`src/rtl/display_pkg.sv`:
```
// Shared framebuffer geometry, derived widths, frame constants and the
// readback FSM state type.
package display_pkg;

  localparam int unsigned PIXEL_WIDTH     = 64;
  localparam int unsigned PIXEL_HEIGHT    = 32;
  localparam int unsigned BYTES_PER_PIXEL = 2;
  localparam int unsigned TICKS_PER_BIT   = 9;

  // Row index, row count (0..PIXEL_HEIGHT), byte-within-row and RAM address widths
  localparam int unsigned ROW_W  = $clog2(PIXEL_HEIGHT);
  localparam int unsigned CNT_W  = ROW_W + 1;
  localparam int unsigned ROWB_W = $clog2(PIXEL_WIDTH * BYTES_PER_PIXEL);
  localparam int unsigned ADDR_W = ROW_W + ROWB_W;
  // Payload byte index; one bit wider than the address so a full frame fits
  localparam int unsigned IDX_W  = ADDR_W + 1;

  localparam logic [7:0] HEADER_BYTE = 8'h52;

  typedef enum logic [2:0] {
    ST_IDLE,
    ST_HDR,
    ST_ARG_ROW,
    ST_ARG_CNT,
    ST_PAYLOAD,
    ST_SUM,
    ST_DRAIN
  } fsm_state_t;

endpackage

```
`src/rtl/uart_tx_byte.sv`:
```
// 8N1 LSB-first UART byte serialiser.
// Ports: clk_in/reset (async active-high); data/load hand over a byte when
// ready is high; ready is also high in the final cycle of the stop bit so a
// new byte can follow with no gap; tx is the registered serial line (idle 1).
module uart_tx_byte
  import display_pkg::*;
#(
  parameter int unsigned TICKS = TICKS_PER_BIT
) (
  input  logic       clk_in,
  input  logic       reset,
  input  logic [7:0] data,
  input  logic       load,
  output logic       ready,
  output logic       tx
);

  localparam int unsigned TICK_W   = (TICKS > 1) ? $clog2(TICKS) : 1;
  localparam logic [3:0]  STOP_BIT = 4'd9;
  localparam logic [3:0]  LAST_DAT = 4'd8;

  logic              r_active;
  logic [TICK_W-1:0] r_tick;
  logic [3:0]        r_bit;
  logic [7:0]        r_shift;
  logic              r_tx;

  logic w_bit_end;
  logic w_last;

  assign w_bit_end = (r_tick == TICK_W'(TICKS - 1));
  assign w_last    = r_active && w_bit_end && (r_bit == STOP_BIT);
  assign ready     = !r_active || w_last;
  assign tx        = r_tx;

  // Bit 0 is the start bit, 1..8 data LSB first, 9 the stop bit
  always_ff @(posedge clk_in or posedge reset) begin
    if (reset) begin
      r_active <= 1'b0;
      r_tick   <= '0;
      r_bit    <= '0;
      r_shift  <= '0;
      r_tx     <= 1'b1;
    end else if (load && ready) begin
      r_active <= 1'b1;
      r_tick   <= '0;
      r_bit    <= '0;
      r_shift  <= data;
      r_tx     <= 1'b0;
    end else if (r_active) begin
      if (w_bit_end) begin
        r_tick <= '0;
        if (r_bit == STOP_BIT) begin
          r_active <= 1'b0;
          r_tx     <= 1'b1;
        end else begin
          r_bit <= r_bit + 4'd1;
          if (r_bit == LAST_DAT) begin
            r_tx <= 1'b1;
          end else begin
            r_tx    <= r_shift[0];
            r_shift <= {1'b0, r_shift[7:1]};
          end
        end
      end else begin
        r_tick <= r_tick + TICK_W'(1);
      end
    end
  end

endmodule

```
`src/rtl/fb_readback_tx.sv`:
```
// Framebuffer readback transmitter: on start, frames a window of rows as
// header, row_start, row_count, payload and XOR checksum, sent 8N1 back-to-back.
// Ports: clk_in/reset (async active-high); start/row_start/row_count request;
// ram_address/ram_clk_enable/ram_data_in read port A (data one cycle after
// the strobe); tx_out serial line; busy for the whole frame; done one-cycle
// pulse after the final stop bit.
module fb_readback_tx
  import display_pkg::*;
(
  input  logic              clk_in,
  input  logic              reset,
  input  logic              start,
  input  logic [ROW_W-1:0]  row_start,
  input  logic [CNT_W-1:0]  row_count,
  output logic [ADDR_W-1:0] ram_address,
  output logic              ram_clk_enable,
  input  logic [7:0]        ram_data_in,
  output logic              tx_out,
  output logic              busy,
  output logic              done
);

  fsm_state_t r_state;
  fsm_state_t w_next;

  logic              r_busy;
  logic              r_done;
  logic              r_ren;
  logic              r_rd_pend;
  logic [ADDR_W-1:0] r_ram_address;
  logic [ROW_W-1:0]  r_row;
  logic [CNT_W-1:0]  r_cnt;
  logic [IDX_W-1:0]  r_fidx;
  logic [IDX_W-1:0]  r_sidx;
  logic [7:0]        r_sum;
  logic [7:0]        r_hold;
  logic              r_hold_v;

  logic              w_load;
  logic [7:0]        w_data;
  logic              w_ready;
  logic              w_accept;
  logic              w_fetch;
  logic              w_consume;
  logic              w_drain_end;
  logic              w_last_byte;
  logic [IDX_W-1:0]  w_total;
  logic [ROW_W-1:0]  w_row;
  logic [ADDR_W-1:0] w_addr;
  logic [CNT_W-1:0]  w_cnt_sat;

  assign ram_address    = r_ram_address;
  assign ram_clk_enable = r_ren;
  assign busy           = r_busy;
  assign done           = r_done;

  // Payload byte count is row_count rows of one power-of-two row each
  assign w_total     = {r_cnt, {ROWB_W{1'b0}}};
  assign w_last_byte = (r_sidx == w_total - IDX_W'(1));
  // Row wraps naturally in the ROW_W-bit add
  assign w_row       = r_row + r_fidx[ADDR_W-1:ROWB_W];
  assign w_addr      = {w_row, r_fidx[ROWB_W-1:0]};
  assign w_cnt_sat   = (row_count > CNT_W'(PIXEL_HEIGHT)) ? CNT_W'(PIXEL_HEIGHT) : row_count;

  assign w_accept    = (r_state == ST_IDLE) && start;
  assign w_consume   = (r_state == ST_PAYLOAD) && w_load;
  assign w_drain_end = (r_state == ST_DRAIN) && w_ready && r_busy;
  // One read in flight at most, only while the holding register is empty
  assign w_fetch     = (r_state inside {ST_HDR, ST_ARG_ROW, ST_ARG_CNT, ST_PAYLOAD})
                       && !r_hold_v && !r_ren && !r_rd_pend && (r_fidx < w_total);

  // State register
  always_ff @(posedge clk_in or posedge reset) begin
    if (reset) r_state <= ST_IDLE;
    else       r_state <= w_next;
  end

  // Next state and byte hand-off to the serialiser
  always_comb begin
    w_next = r_state;
    w_load = 1'b0;
    w_data = 8'h00;
    case (r_state)
      ST_IDLE: begin
        if (start) w_next = ST_HDR;
      end
      ST_HDR: begin
        if (w_ready) begin
          w_load = 1'b1;
          w_data = HEADER_BYTE;
          w_next = ST_ARG_ROW;
        end
      end
      ST_ARG_ROW: begin
        if (w_ready) begin
          w_load = 1'b1;
          w_data = 8'(r_row);
          w_next = ST_ARG_CNT;
        end
      end
      ST_ARG_CNT: begin
        if (w_ready) begin
          w_load = 1'b1;
          w_data = 8'(r_cnt);
          w_next = (r_cnt != '0) ? ST_PAYLOAD : ST_SUM;
        end
      end
      ST_PAYLOAD: begin
        if (w_ready && r_hold_v) begin
          w_load = 1'b1;
          w_data = r_hold;
          if (w_last_byte) w_next = ST_SUM;
        end
      end
      ST_SUM: begin
        if (w_ready) begin
          w_load = 1'b1;
          w_data = r_sum;
          w_next = ST_DRAIN;
        end
      end
      ST_DRAIN: begin
        // done is high for exactly this one extra DRAIN cycle
        if (r_done) w_next = ST_IDLE;
      end
      default: w_next = ST_IDLE;
    endcase
  end

  // Request latch, prefetch, checksum and status registers
  always_ff @(posedge clk_in or posedge reset) begin
    if (reset) begin
      r_busy        <= 1'b0;
      r_done        <= 1'b0;
      r_ren         <= 1'b0;
      r_rd_pend     <= 1'b0;
      r_ram_address <= '0;
      r_row         <= '0;
      r_cnt         <= '0;
      r_fidx        <= '0;
      r_sidx        <= '0;
      r_sum         <= '0;
      r_hold        <= '0;
      r_hold_v      <= 1'b0;
    end else begin
      r_done    <= 1'b0;
      r_ren     <= w_fetch;
      r_rd_pend <= r_ren;
      if (w_accept) begin
        r_busy   <= 1'b1;
        r_row    <= row_start;
        r_cnt    <= w_cnt_sat;
        r_fidx   <= '0;
        r_sidx   <= '0;
        r_sum    <= '0;
        r_hold_v <= 1'b0;
      end
      if (w_drain_end) begin
        r_busy <= 1'b0;
        r_done <= 1'b1;
      end
      if (w_fetch) begin
        r_ram_address <= w_addr;
        r_fidx        <= r_fidx + IDX_W'(1);
      end
      if (r_rd_pend) begin
        r_hold   <= ram_data_in;
        r_hold_v <= 1'b1;
      end
      if (w_consume) begin
        r_hold_v <= 1'b0;
        r_sum    <= r_sum ^ r_hold;
        r_sidx   <= r_sidx + IDX_W'(1);
      end
    end
  end

  uart_tx_byte #(
    .TICKS (TICKS_PER_BIT)
  ) u_uart (
    .clk_in (clk_in),
    .reset  (reset),
    .data   (w_data),
    .load   (w_load),
    .ready  (w_ready),
    .tx     (tx_out)
  );

endmodule

```
`config.mk`:
```
export PLATFORM = sky130hd
export DESIGN_NAME = fb_readback_tx
export DESIGN_NICKNAME = d
export VERILOG_FILES = /design/src/rtl/display_pkg.sv /design/src/rtl/uart_tx_byte.sv /design/src/rtl/fb_readback_tx.sv
export SDC_FILE = /design/constraint.sdc
export NUM_CORES = 1
export LEC_CHECK = 0
export BUFFER_PORTS_ARGS = -buffer_cell sky130_fd_sc_hd__buf_2
export CAP_MARGIN = 10
export CORE_MARGIN = 2
export CORE_UTILIZATION = 30
export DETAILED_ROUTE_END_ITERATION = 12
export PLACE_DENSITY = 0.52
export RECOVER_POWER = 100
export SYNTH_ARGS = -nofsm -noshare
export SYNTH_HDL_FRONTEND = slang
export SYNTH_HIERARCHICAL = 1
export SYNTH_SLANG_ARGS = --single-unit
export TNS_END_PERCENT = 50
```
`constraint.sdc`:
```
create_clock -name clk_in -period 2.7 [get_ports clk_in]
set_input_delay 0.54 -clock clk_in [delete_from_list [all_inputs] [get_ports clk_in]]
set_output_delay 0.54 -clock clk_in [all_outputs]
set_load 0.1 [all_outputs]
```
# Word-level counts from Yosys, hierarchy flattened
# Cells that the tools add are included.
[totals] register_bits=91 out_inout_bits=16 elab_cells=130 inputBits=22
[op_classes] reduce_logical=31 n_mux=52 addsub=6 eq_ne=20 bitwise_logic=1 magnitude_cmp=2
[op_table] op="two-way mux 8 bit" n=9
[op_table] op="one-hot mux 8 bit (5 select lines)" n=1
[op_table] op="two-way mux 13 bit" n=3
[op_table] op="two-way mux 4 bit" n=7
[op_table] op="adder 13 x 1 -> 13 bit, second input constant" n=2
[op_table] op="two-way mux 3 bit" n=8
[op_table] op="one-hot mux 3 bit (7 select lines)" n=1
[op_table] op="two-way mux 1 bit" n=18
[op_table] op="== test 13 bit" n=1
[op_table] op="< comparator 13 bit" n=1
[op_table] op="subtractor 13 x 1 -> 13 bit, second input constant" n=1
[op_table] op="== test 4 bit, second input constant" n=3
[op_table] op="logical AND 1 bit" n=12
[op_table] op="two-way mux 6 bit" n=2
[op_table] op="!= test 2 x 1 -> 1 bit, second input constant" n=6
[op_table] op="nonzero test 2 bit" n=5
[op_table] op="== test 3 bit, second input constant" n=3
[op_table] op="adder 4 x 1 -> 4 bit, second input constant" n=2
[op_table] op="!= test 2 bit, second input constant" n=4
[op_table] op="AND reduction 8 bit" n=1
[op_table] op="bitwise XOR 8 bit" n=1
[op_table] op="two-way mux 7 bit" n=1
[op_table] op="== test 3 x 2 -> 1 bit, second input constant" n=2
[op_table] op="greater-than comparator 6 bit, second input constant" n=1
[op_table] op="other kinds (14)" n=17

# Longest topological paths before layout
# Gate-level depths: netlist (run 1).
[logic_depth] word_depth=10 mapped_depth=11

# By module
# The synthesis (run 1) kept the hierarchy.
[modules_own_cells] module="fb_readback_tx" seq_area_each_um2=1826.8 cells_per_inst=402 area_each_um2=3958.8 n_inst=1
[modules_own_cells] module="uart_tx_byte" seq_area_each_um2=451.7 cells_per_inst=100 area_each_um2=1073.5 n_inst=1

# Least setup slack after synthesis (run 1)
# OpenSTA, ideal clock, no wires.
[synth_timing] kind="register to register" start="register u_uart.r_bit[1]" end="register u_uart.r_shift[0]" arrival_ps=2506 setup_time_ps=125 period_less_slack_ps=2631 n_path_buf=0 required_ps=2575 slack_ps=69 stages_incl_launch_ff=11 path_cell_list="dfrtp_1 inv_1 ha_1 nand3b_1 o21ai_0 inv_1 nor2_1 nand4b_1 o22ai_2 mux2_2 mux2_2"
[synth_via] elab_chain_cells=9 elab_cells_between_ends=20 cone_classes="4 x eq/ne; 9 x mux; 7 x reduce/logical"
[synth_lines] element="start: declaration" line_no="uart_tx_byte.sv:24" source="logic [3:0] r_bit;"
[synth_lines] element="start signal: assignment" line_no="uart_tx_byte.sv:57" source="r_bit <= r_bit + 4'd1;"
[synth_lines] element="== test 4 bit (*)" line_no="uart_tx_byte.sv:32" source="assign w_last = r_active && w_bit_end && (r_bit == STOP_BIT);"
[synth_lines] element="logical AND 1 bit (*)" line_no="uart_tx_byte.sv:32"
[synth_lines] element="logical OR 1 bit (*)" line_no="uart_tx_byte.sv:33" source="assign ready = !r_active || w_last;"
[synth_lines] element="via w_ready" line_no="fb_readback_tx.sv:41" source="logic w_ready;"
[synth_lines] element="logical AND 1 bit" line_no="fb_readback_tx.sv:109" source="if (w_ready && r_hold_v) begin"
[synth_lines] element="two-way mux 1 bit" line_no="fb_readback_tx.sv:109"
[synth_lines] element="one-hot mux 1 bit (2 select lines) (*)" line_no="fb_readback_tx.sv:83" source="case (r_state)"
[synth_lines] element="via w_load" line_no="fb_readback_tx.sv:39" source="logic w_load;"
[synth_lines] element="logical AND 1 bit (*)" line_no="uart_tx_byte.sv:44" source="end else if (load && ready) begin"
[synth_lines] element="!= test 2 bit (no line), or another cell as far along"
[synth_lines] element="AND reduction 4 bit (no line)"
[synth_lines] element="end signal: assignment" line_no="uart_tx_byte.sv:48" source="r_shift <= data;"
[synth_lines] element="end signal: assignment" line_no="uart_tx_byte.sv:62" source="r_shift <= {1'b0, r_shift[7:1]};"
[synth_lines] element="end: declaration" line_no="uart_tx_byte.sv:25" source="logic [7:0] r_shift;"
# Mark *: on every way through the listed nets, which the timed path passes. The rest lies on a longest branch.
# A chain may end at the register's enable or synchronous reset.

# Final worst setup path (run 1)
[layout_timing] start="register u_uart.r_bit[1]" end="register u_uart.r_shift[6]"
# Same word-level chain as after synthesis.

==> results.py, run 1 <==
metrics = {
    "status": {
        "outcome": "finished, final reports clean",
    },
    "global_routing": {
        "grt_pass1_vias": 3985,
        "antenna_found_initial": 0,
        "grt_usage_pct": 14.5,
        "grt_pass1_wl_um": 20500,
        "overflow": 0,
        "grt_start_max_net_pins": 40,
    },
    "worst_hold_path": {
        "hp-class": "primary input to asynchronous set/reset pin",
    },
    "placed_design": {
        "routabilityCongestion": 0.840,
        "port-buffer-count": 37,
        "place_hpwl_um": 8660,
        "post-place-ws_ps": -20.1,
        "dp_cells": 758,
        "placed_cell_area_um2": 5550,
    },
    "setup_path": {
        "rr_endpoint": "u_uart/r_shift[6]",
        "crit_path_top_delay_cell": "dfrtp_1",
        "cp_cell_sequence": "inv_1, ha_2, nand3b_1, o21ai_4, inv_1, nor2_4, nand4b_1, o22ai_4, mux2_2, mux2_2",
        "reg2reg_slack_ps": 190,
        "path_max_fanout": 8,
        "end_kind": "flip-flop",
        "crit_required_ps": 2940,
        "arrival_ps": 2750,
        "crit_start": "u_uart/r_bit[1]",
        "critPathLaunchType": "flip-flop",
        "rr_startpoint": "u_uart/r_bit[1]",
        "crit_type": "flip-flop to flip-flop",
        "reg2regPathDepth": 10,
        "worst_path_largest_cell_delay_ps": 410,
    },
    "sta": {
        "min_period_over_period_pct": 92.8,
        "tns_ps": 0,
        "worst_slack_ps": 193,
        "holdWs_ps": 282,
        "setup_viol": 0,
        "drv_slew": 0,
        "max_freq_mhz": 399,
        "slew_headroom_pct": 20.4,
        "hold_viol": 0,
        "min_period_ps": 2510,
        "tightest_slew_ps": 1200,
        "fin_skew_ps": 6.78,
    },
    "clock_network": {
        "numCtsBuffers": 9,
        "path_clk_slew_ps": 70,
        "cts.hold.buffers_added": 0,
        "max-clock-path-buffers": 2,
        "cts_tree": "done",
        "ctsHtreeMaxLevel": 3,
        "cts_root_buf": "clkbuf_16",
        "cts_sinks": 91,
        "clk_latency_ps": 360,
    },
    "drt": {
        "wl_per_cell_um": 15.3,
        "ant_nets": 0,
        "drt_iter0_markers": 226,
        "routed_via_density": 4.98,
        "drt-total-wl_um": 11900,
        "drc": 0,
        "dr_total_vias": 3867,
        "first_pass_iters": 4,
    },
    "yosys": {
        "synth_largest_area_cell": "dfrtp_1",
        "synth_fa_ha_area_share_pct": 5.12,
        "synth_compound_area_share_pct": 14.7,
        "synth_seq_area_share_pct": 45.3,
        "synth-xor-area-share_pct": 2.78,
        "synth_top_family_by_area": "simple AND/OR/NAND/NOR gates",
        "synth-async-reset-ratio_pct": 100,
        "synth.most_common_cell": "dfrtp_1",
        "synth_seq_cells": 91,
        "synth_area_um2": 5030,
        "synth_edf_count": 0,
        "syn_nets": 544,
        "synth_top_area_share_pct": 44.8,
        "synth_mux_area_share_pct": 10.2,
        "yosys_warnings": 6,
        "yosys-top-cells-area": "dfrtp_1 45%, mux2_2 7.6%, ha_1 4.7%",
        "synthCells": 502,
        "avgSynthCellArea_um2": 10.0,
        "yosys-top-cells-count": "90 x dfrtp_1, 57 x nand2_1, 44 x o21ai_0",
        "synth-main-ff-cell": "dfrtp_1",
        "synthSimpleGateAreaFrac_pct": 17.8,
        "ys_types": 60,
    },
    "floorplanning": {
        "die_area_um2": 17800,
        "dieWidth_um": 134,
        "start_util_pct": 30.6,
        "core_um2": 16500,
        "fp-row-count": 47,
        "die_h_um": 134,
        "io_pins": 38,
    },
    "finish": {
        "multi_input_area_um2": 2570,
        "antenna_cells": 0,
        "fill_cells": 1722,
        "layout-drive-gt1-share_pct": 18.5,
        "finish.instance_area_um2": 5800,
        "regArea_um2": 2280,
        "utilization_pct": 35.2,
        "final_nets": 594,
        "fin_cells": 777,
        "syn_to_final_growth_pct": 15.3,
    },
    "power_and_ir_drop": {
        "power_frac_comb_pct": 42.9,
        "clkPwrFrac_pct": 19.6,
        "power.leakage_nw": 2.55,
        "switching_share_pct": 43.7,
        "p_switching_mw": 2.72,
        "vdd_drop_max_mv": 0.713,
        "total_power_mw": 6.23,
        "intPower_mw": 3.51,
        "p_per_area_nw_per_um2": 1070,
        "pwr-share-seq_pct": 37.5,
    },
    "run": {
        "drv_cap": 0,
    },
}
-- what timing repair did --
| action | 4_1_cts | 5_1_grt |
|---|---|---|
| buffers inserted | 0 | 3 |
| setup endpoints to repair | 7 | 9 |
| resized for setup | 1 | 7 |
| pin swaps | 0 | 2 |
-- routing by layer --
metal / vias to the layer above / global-route usage [%] / share of wire (%)
met1: 1908 / 19.7 / 49
met5: - / 0 / 0
li1: 1906 / - / -
met4: 0 / 6.62 / 1.5
met3: 10 / 2.25 / 2.8
met2: 43 / 22.6 / 46
-- power by group through the flow --
stage                     combinational (mW)  sequential (mW)  clock (mW)
after global routing                    2.94             2.43        1.31
after global placement                  2.69             2.34           0
after CTS                               2.74             2.34        1.26
final                                   2.67             2.34        1.22
after detailed placement                2.72             2.36           0
after floorplan                         1.61             2.82           0
-- state kept, by name, summed over array words and instances, names as in the netlist --
| register | cells |
|---|---|
| u_uart/r_tick | 4 |
| r_fidx | 13 |
| r_sum | 8 |
| ram_address | 12 |
| r_hold_v | 1 |
| ram_clk_enable | 1 |
| r_hold | 8 |
| u_uart/r_active | 1 |
| busy | 1 |
| r_state | 3 |
| r_sidx | 13 |
| r_row | 5 |
| r_rd_pend | 1 |
| u_uart/r_shift | 8 |
| r_cnt | 6 |
| done | 1 |
| u_uart/tx | 1 |
| u_uart/r_bit | 4 |
-- logic make-up after synthesis --
logic type      Yosys count
xor+xnor                 16
compound gates          111
buf+inv                  44
mux                      47
flops                    91
simple gates            173
fa+ha+maj                20
-- critical path, delay by kind of cell (launching register included) --
kind	cells	cell delay (ps)
flops	1	410
compound gates	2	480
simple gates	3	460
buf+inv	2	190
fa+ha+maj	1	220
mux	2	640
-- final cells by class --
| class | instances | share of cell area [%] |
|---|---|---|
| well taps | 220 | 4.74 |
| clock buffers | 10 | 4.12 |
| flip-flops and latches | 91 | 39.3 |
| multi-input cells | 367 | 44.3 |
| repair buffers | 61 | 5.31 |
| inverters | 22 | 1.42 |
| clock inverters | 6 | 0.841 |
-- worst max-delay path by stage --
stage	to	slack, ps	cells after the start
final	u_uart/r_shift[6]	190	10
after global routing	u_uart/r_shift[6]	-4	10
after CTS	u_uart/r_shift[6]	5	10
after detailed placement	u_uart/r_shift[6]	-20	10
after global placement	u_uart/r_shift[2]	130	10
after floorplan	u_uart/r_shift[0]	70	10
-- layout by cell type (no fill, tap or decap), types with 3 or more instances in the layout --
cell type   instances
or3_1               3
nand2b_1            5
o31ai_1             6
ha_1               17
clkbuf_2            4
nor2_1             22
clkbuf_1           24
o21a_1              3
clkinvlp_4          3
xnor2_1            12
nor3b_1             3
a22o_1              4
nand2_1            57
nand3_1            32
and3_1             12
dfrtp_1            90
nor3_1              3
a21o_1              5
o211ai_1            4
o21ai_0            43
and4_1              3
nor2b_1             5
a21oi_1            21
buf_4              13
nand3b_1            7
a221o_1             5
buf_2              20
mux2i_1            13
inv_1              22
xor2_1              4
mux2_2             34
clkbuf_16           9
nand4_1             9
No activity file was read; power rests on OpenSTA's default activity.
==> inputs of run 2 (changes only) <==
- CORE_MARGIN: 2 -> 8
- CORE_UTILIZATION: 30 -> 55
- PLACE_DENSITY: 0.52 -> 0.82
==> run 2 against run 1 <==
Core utilization increased by 27 points. Clock skew increased by 5.5 ps. Non-clock buffer count increased by 2. Count of clock-buffer cells in the layout unchanged. Final area decreased by 2.9%. Maximum frequency decreased by 3.9%. Critical endpoint is now u_uart/r_shift[2]. Largest cell class unchanged.
==> results.py, run 2 (synthesized netlist as in run 1, its figures left out) <==
metrics = {
    "clock_network": {
        "cts_sinks": 91,
        "cts_root_buf": "clkbuf_8",
        "clk_latency_ps": 360,
        "cts_tree": "done",
        "max-clock-path-buffers": 2,
        "numCtsBuffers": 9,
        "path_clk_slew_ps": 90,
        "ctsHtreeMaxLevel": 3,
        "cts.hold.buffers_added": 0,
    },
    "sta": {
        "tightest_slew_ps": 1260,
        "fin_skew_ps": 12.2,
        "max_freq_mhz": 383,
        "setup_viol": 0,
        "slew_headroom_pct": 16.1,
        "drv_slew": 0,
        "min_period_over_period_pct": 96.7,
        "hold_viol": 0,
        "min_period_ps": 2610,
    },
    "global_routing": {
        "grt_start_max_net_pins": 35,
        "grt_pass1_wl_um": 19000,
        "grt_usage_pct": 18.6,
        "antenna_found_initial": 0,
        "overflow": 0,
        "grt_pass1_vias": 4018,
    },
    "setup_path": {
        "crit_required_ps": 2940,
        "arrival_ps": 2850,
        "reg2regPathDepth": 10,
        "crit_type": "flip-flop to flip-flop",
        "end_kind": "flip-flop",
        "rr_startpoint": "u_uart/r_tick[0]",
        "critPathLaunchType": "flip-flop",
        "rr_endpoint": "u_uart/r_shift[2]",
        "reg2reg_slack_ps": 90,
        "path_max_fanout": 8,
    },
    "drt": {
        "wl_per_cell_um": 16.9,
        "first_pass_iters": 5,
        "drc": 0,
        "routed_via_density": 5.96,
        "drt_iter0_markers": 191,
        "ant_nets": 0,
        "dr_total_vias": 3993,
        "drt-total-wl_um": 11300,
        "top_layer": "met4",
        "met3_length_um": 512,
        "met1_length_um": 4900,
        "wl_met2_um": 5620,
    },
    "finish": {
        "fill_cells": 716,
        "final_nets": 596,
        "final_common_cell": "dfrtp_1",
        "finish.instance_area_um2": 5630,
        "layout-drive-gt1-share_pct": 19.0,
        "antenna_cells": 0,
        "syn_to_final_growth_pct": 11.9,
        "utilization_pct": 62.1,
        "final_cell_mix": "90 x dfrtp_1, 57 x nand2_1, 43 x o21ai_0",
    },
    "power_and_ir_drop": {
        "vdd_drop_max_mv": 1.19,
        "power.leakage_nw": 2.54,
        "p_per_area_nw_per_um2": 1080,
    },
    "run": {
        "drv_cap": 0,
    },
    "placed_design": {
        "place_hpwl_um": 8300,
        "placed_cell_area_um2": 5410,
        "routabilityCongestion": 0.835,
        "port-buffer-count": 37,
    },
    "worst_hold_path": {
        "hp-class": "primary input to asynchronous set/reset pin",
    },
    "floorplanning": {
        "core_um2": 9060,
        "io_pins": 38,
        "die_area_um2": 12500,
        "fp-row-count": 35,
        "start_util_pct": 55.5,
        "dieWidth_um": 112,
        "die_h_um": 112,
    },
    "status": {
        "outcome": "finished, final reports clean",
    },
}
==> run 2: cell types whose count changed in the layout (fill, tap and decap cells not counted), sizes merged <==
cell      delta
inv          -2
clkbuf       -5
buf          +7
clkinvlp     -1
clkinv       +1
bufinv       +2
==> run 2: area by class of cell <==
cell class	count	area, um^2	share of cell area, %
repair buffers	63	337	5.98
multi-input cells	367	2570	45.6
flip-flops and latches	91	2280	40.4
clock buffers	10	138	2.44
clock inverters	6	88.8	1.58
inverters	22	82.6	1.47
well taps	111	139	2.47
==> run 2: worst max-delay path by stage <==
stage                                   end             start  slack, ps
after global routing      u_uart/r_shift[2]  u_uart/r_tick[0]        -20
final                     u_uart/r_shift[2]  u_uart/r_tick[0]         90
after CTS                 u_uart/r_shift[2]   u_uart/r_bit[1]         20
after detailed placement  u_uart/r_shift[2]   u_uart/r_bit[1]       -120
after global placement    u_uart/r_shift[0]  u_uart/r_tick[0]        140
after floorplan           u_uart/r_shift[0]   u_uart/r_bit[1]         70
==> run 2: power breakdown <==
group          switching (mW)  total, mW  internal, mW  leakage, nW
logic                    1.71       2.72          1.01         1.29
clock network           0.484       1.03         0.547        0.108
registers               0.489       2.35          1.86         1.14
total                    2.68       6.10          3.42         2.54
==> run 2: what timing repair did <==
item	in CTS	in global routing
hold endpoints to repair	0	0
gates cloned	0	0
endpoints found under the setup margin	7	7
setup buffers	1	3
gates resized for setup	3	3
pin swaps	1	2
==> run 2: critical path, stage by stage (launching register included) <==
cell and delay [ps]:
dfrtp_1 430, inv_1 80, ha_2 220, nand3b_4 140
o21ai_2 210, inv_1 120, nor2_4 150, nand4b_1 190
o22ai_4 310, mux2_2 390, mux2_2 270
==> run 2: per-stage QoR <==
stage | total power, mW | TNS, ps | cells | worst slack (ps) | hold WS [ps]
global route | 6.48 | -38.7 | 670 | -23.3 | 331
CTS | 6.13 | 0 | 667 | 17.0 | 301
finish | 6.10 | 0 | 670 | 90.4 | 282
detailed placement | 5.07 | -743 | 650 | -120 | 410
floorplan | 4.44 | 0 | 502 | 68.8 | 447
global placement | 4.93 | 0 | 650 | 138 | 412
==> run 2: routing by layer <==
metal  vias to the layer above  track usage [%]
li1                       1900                -
met1                      1968             23.4
met2                        99             30.4
met3                        26             3.73
met4                         0             7.84
met5                         -                0
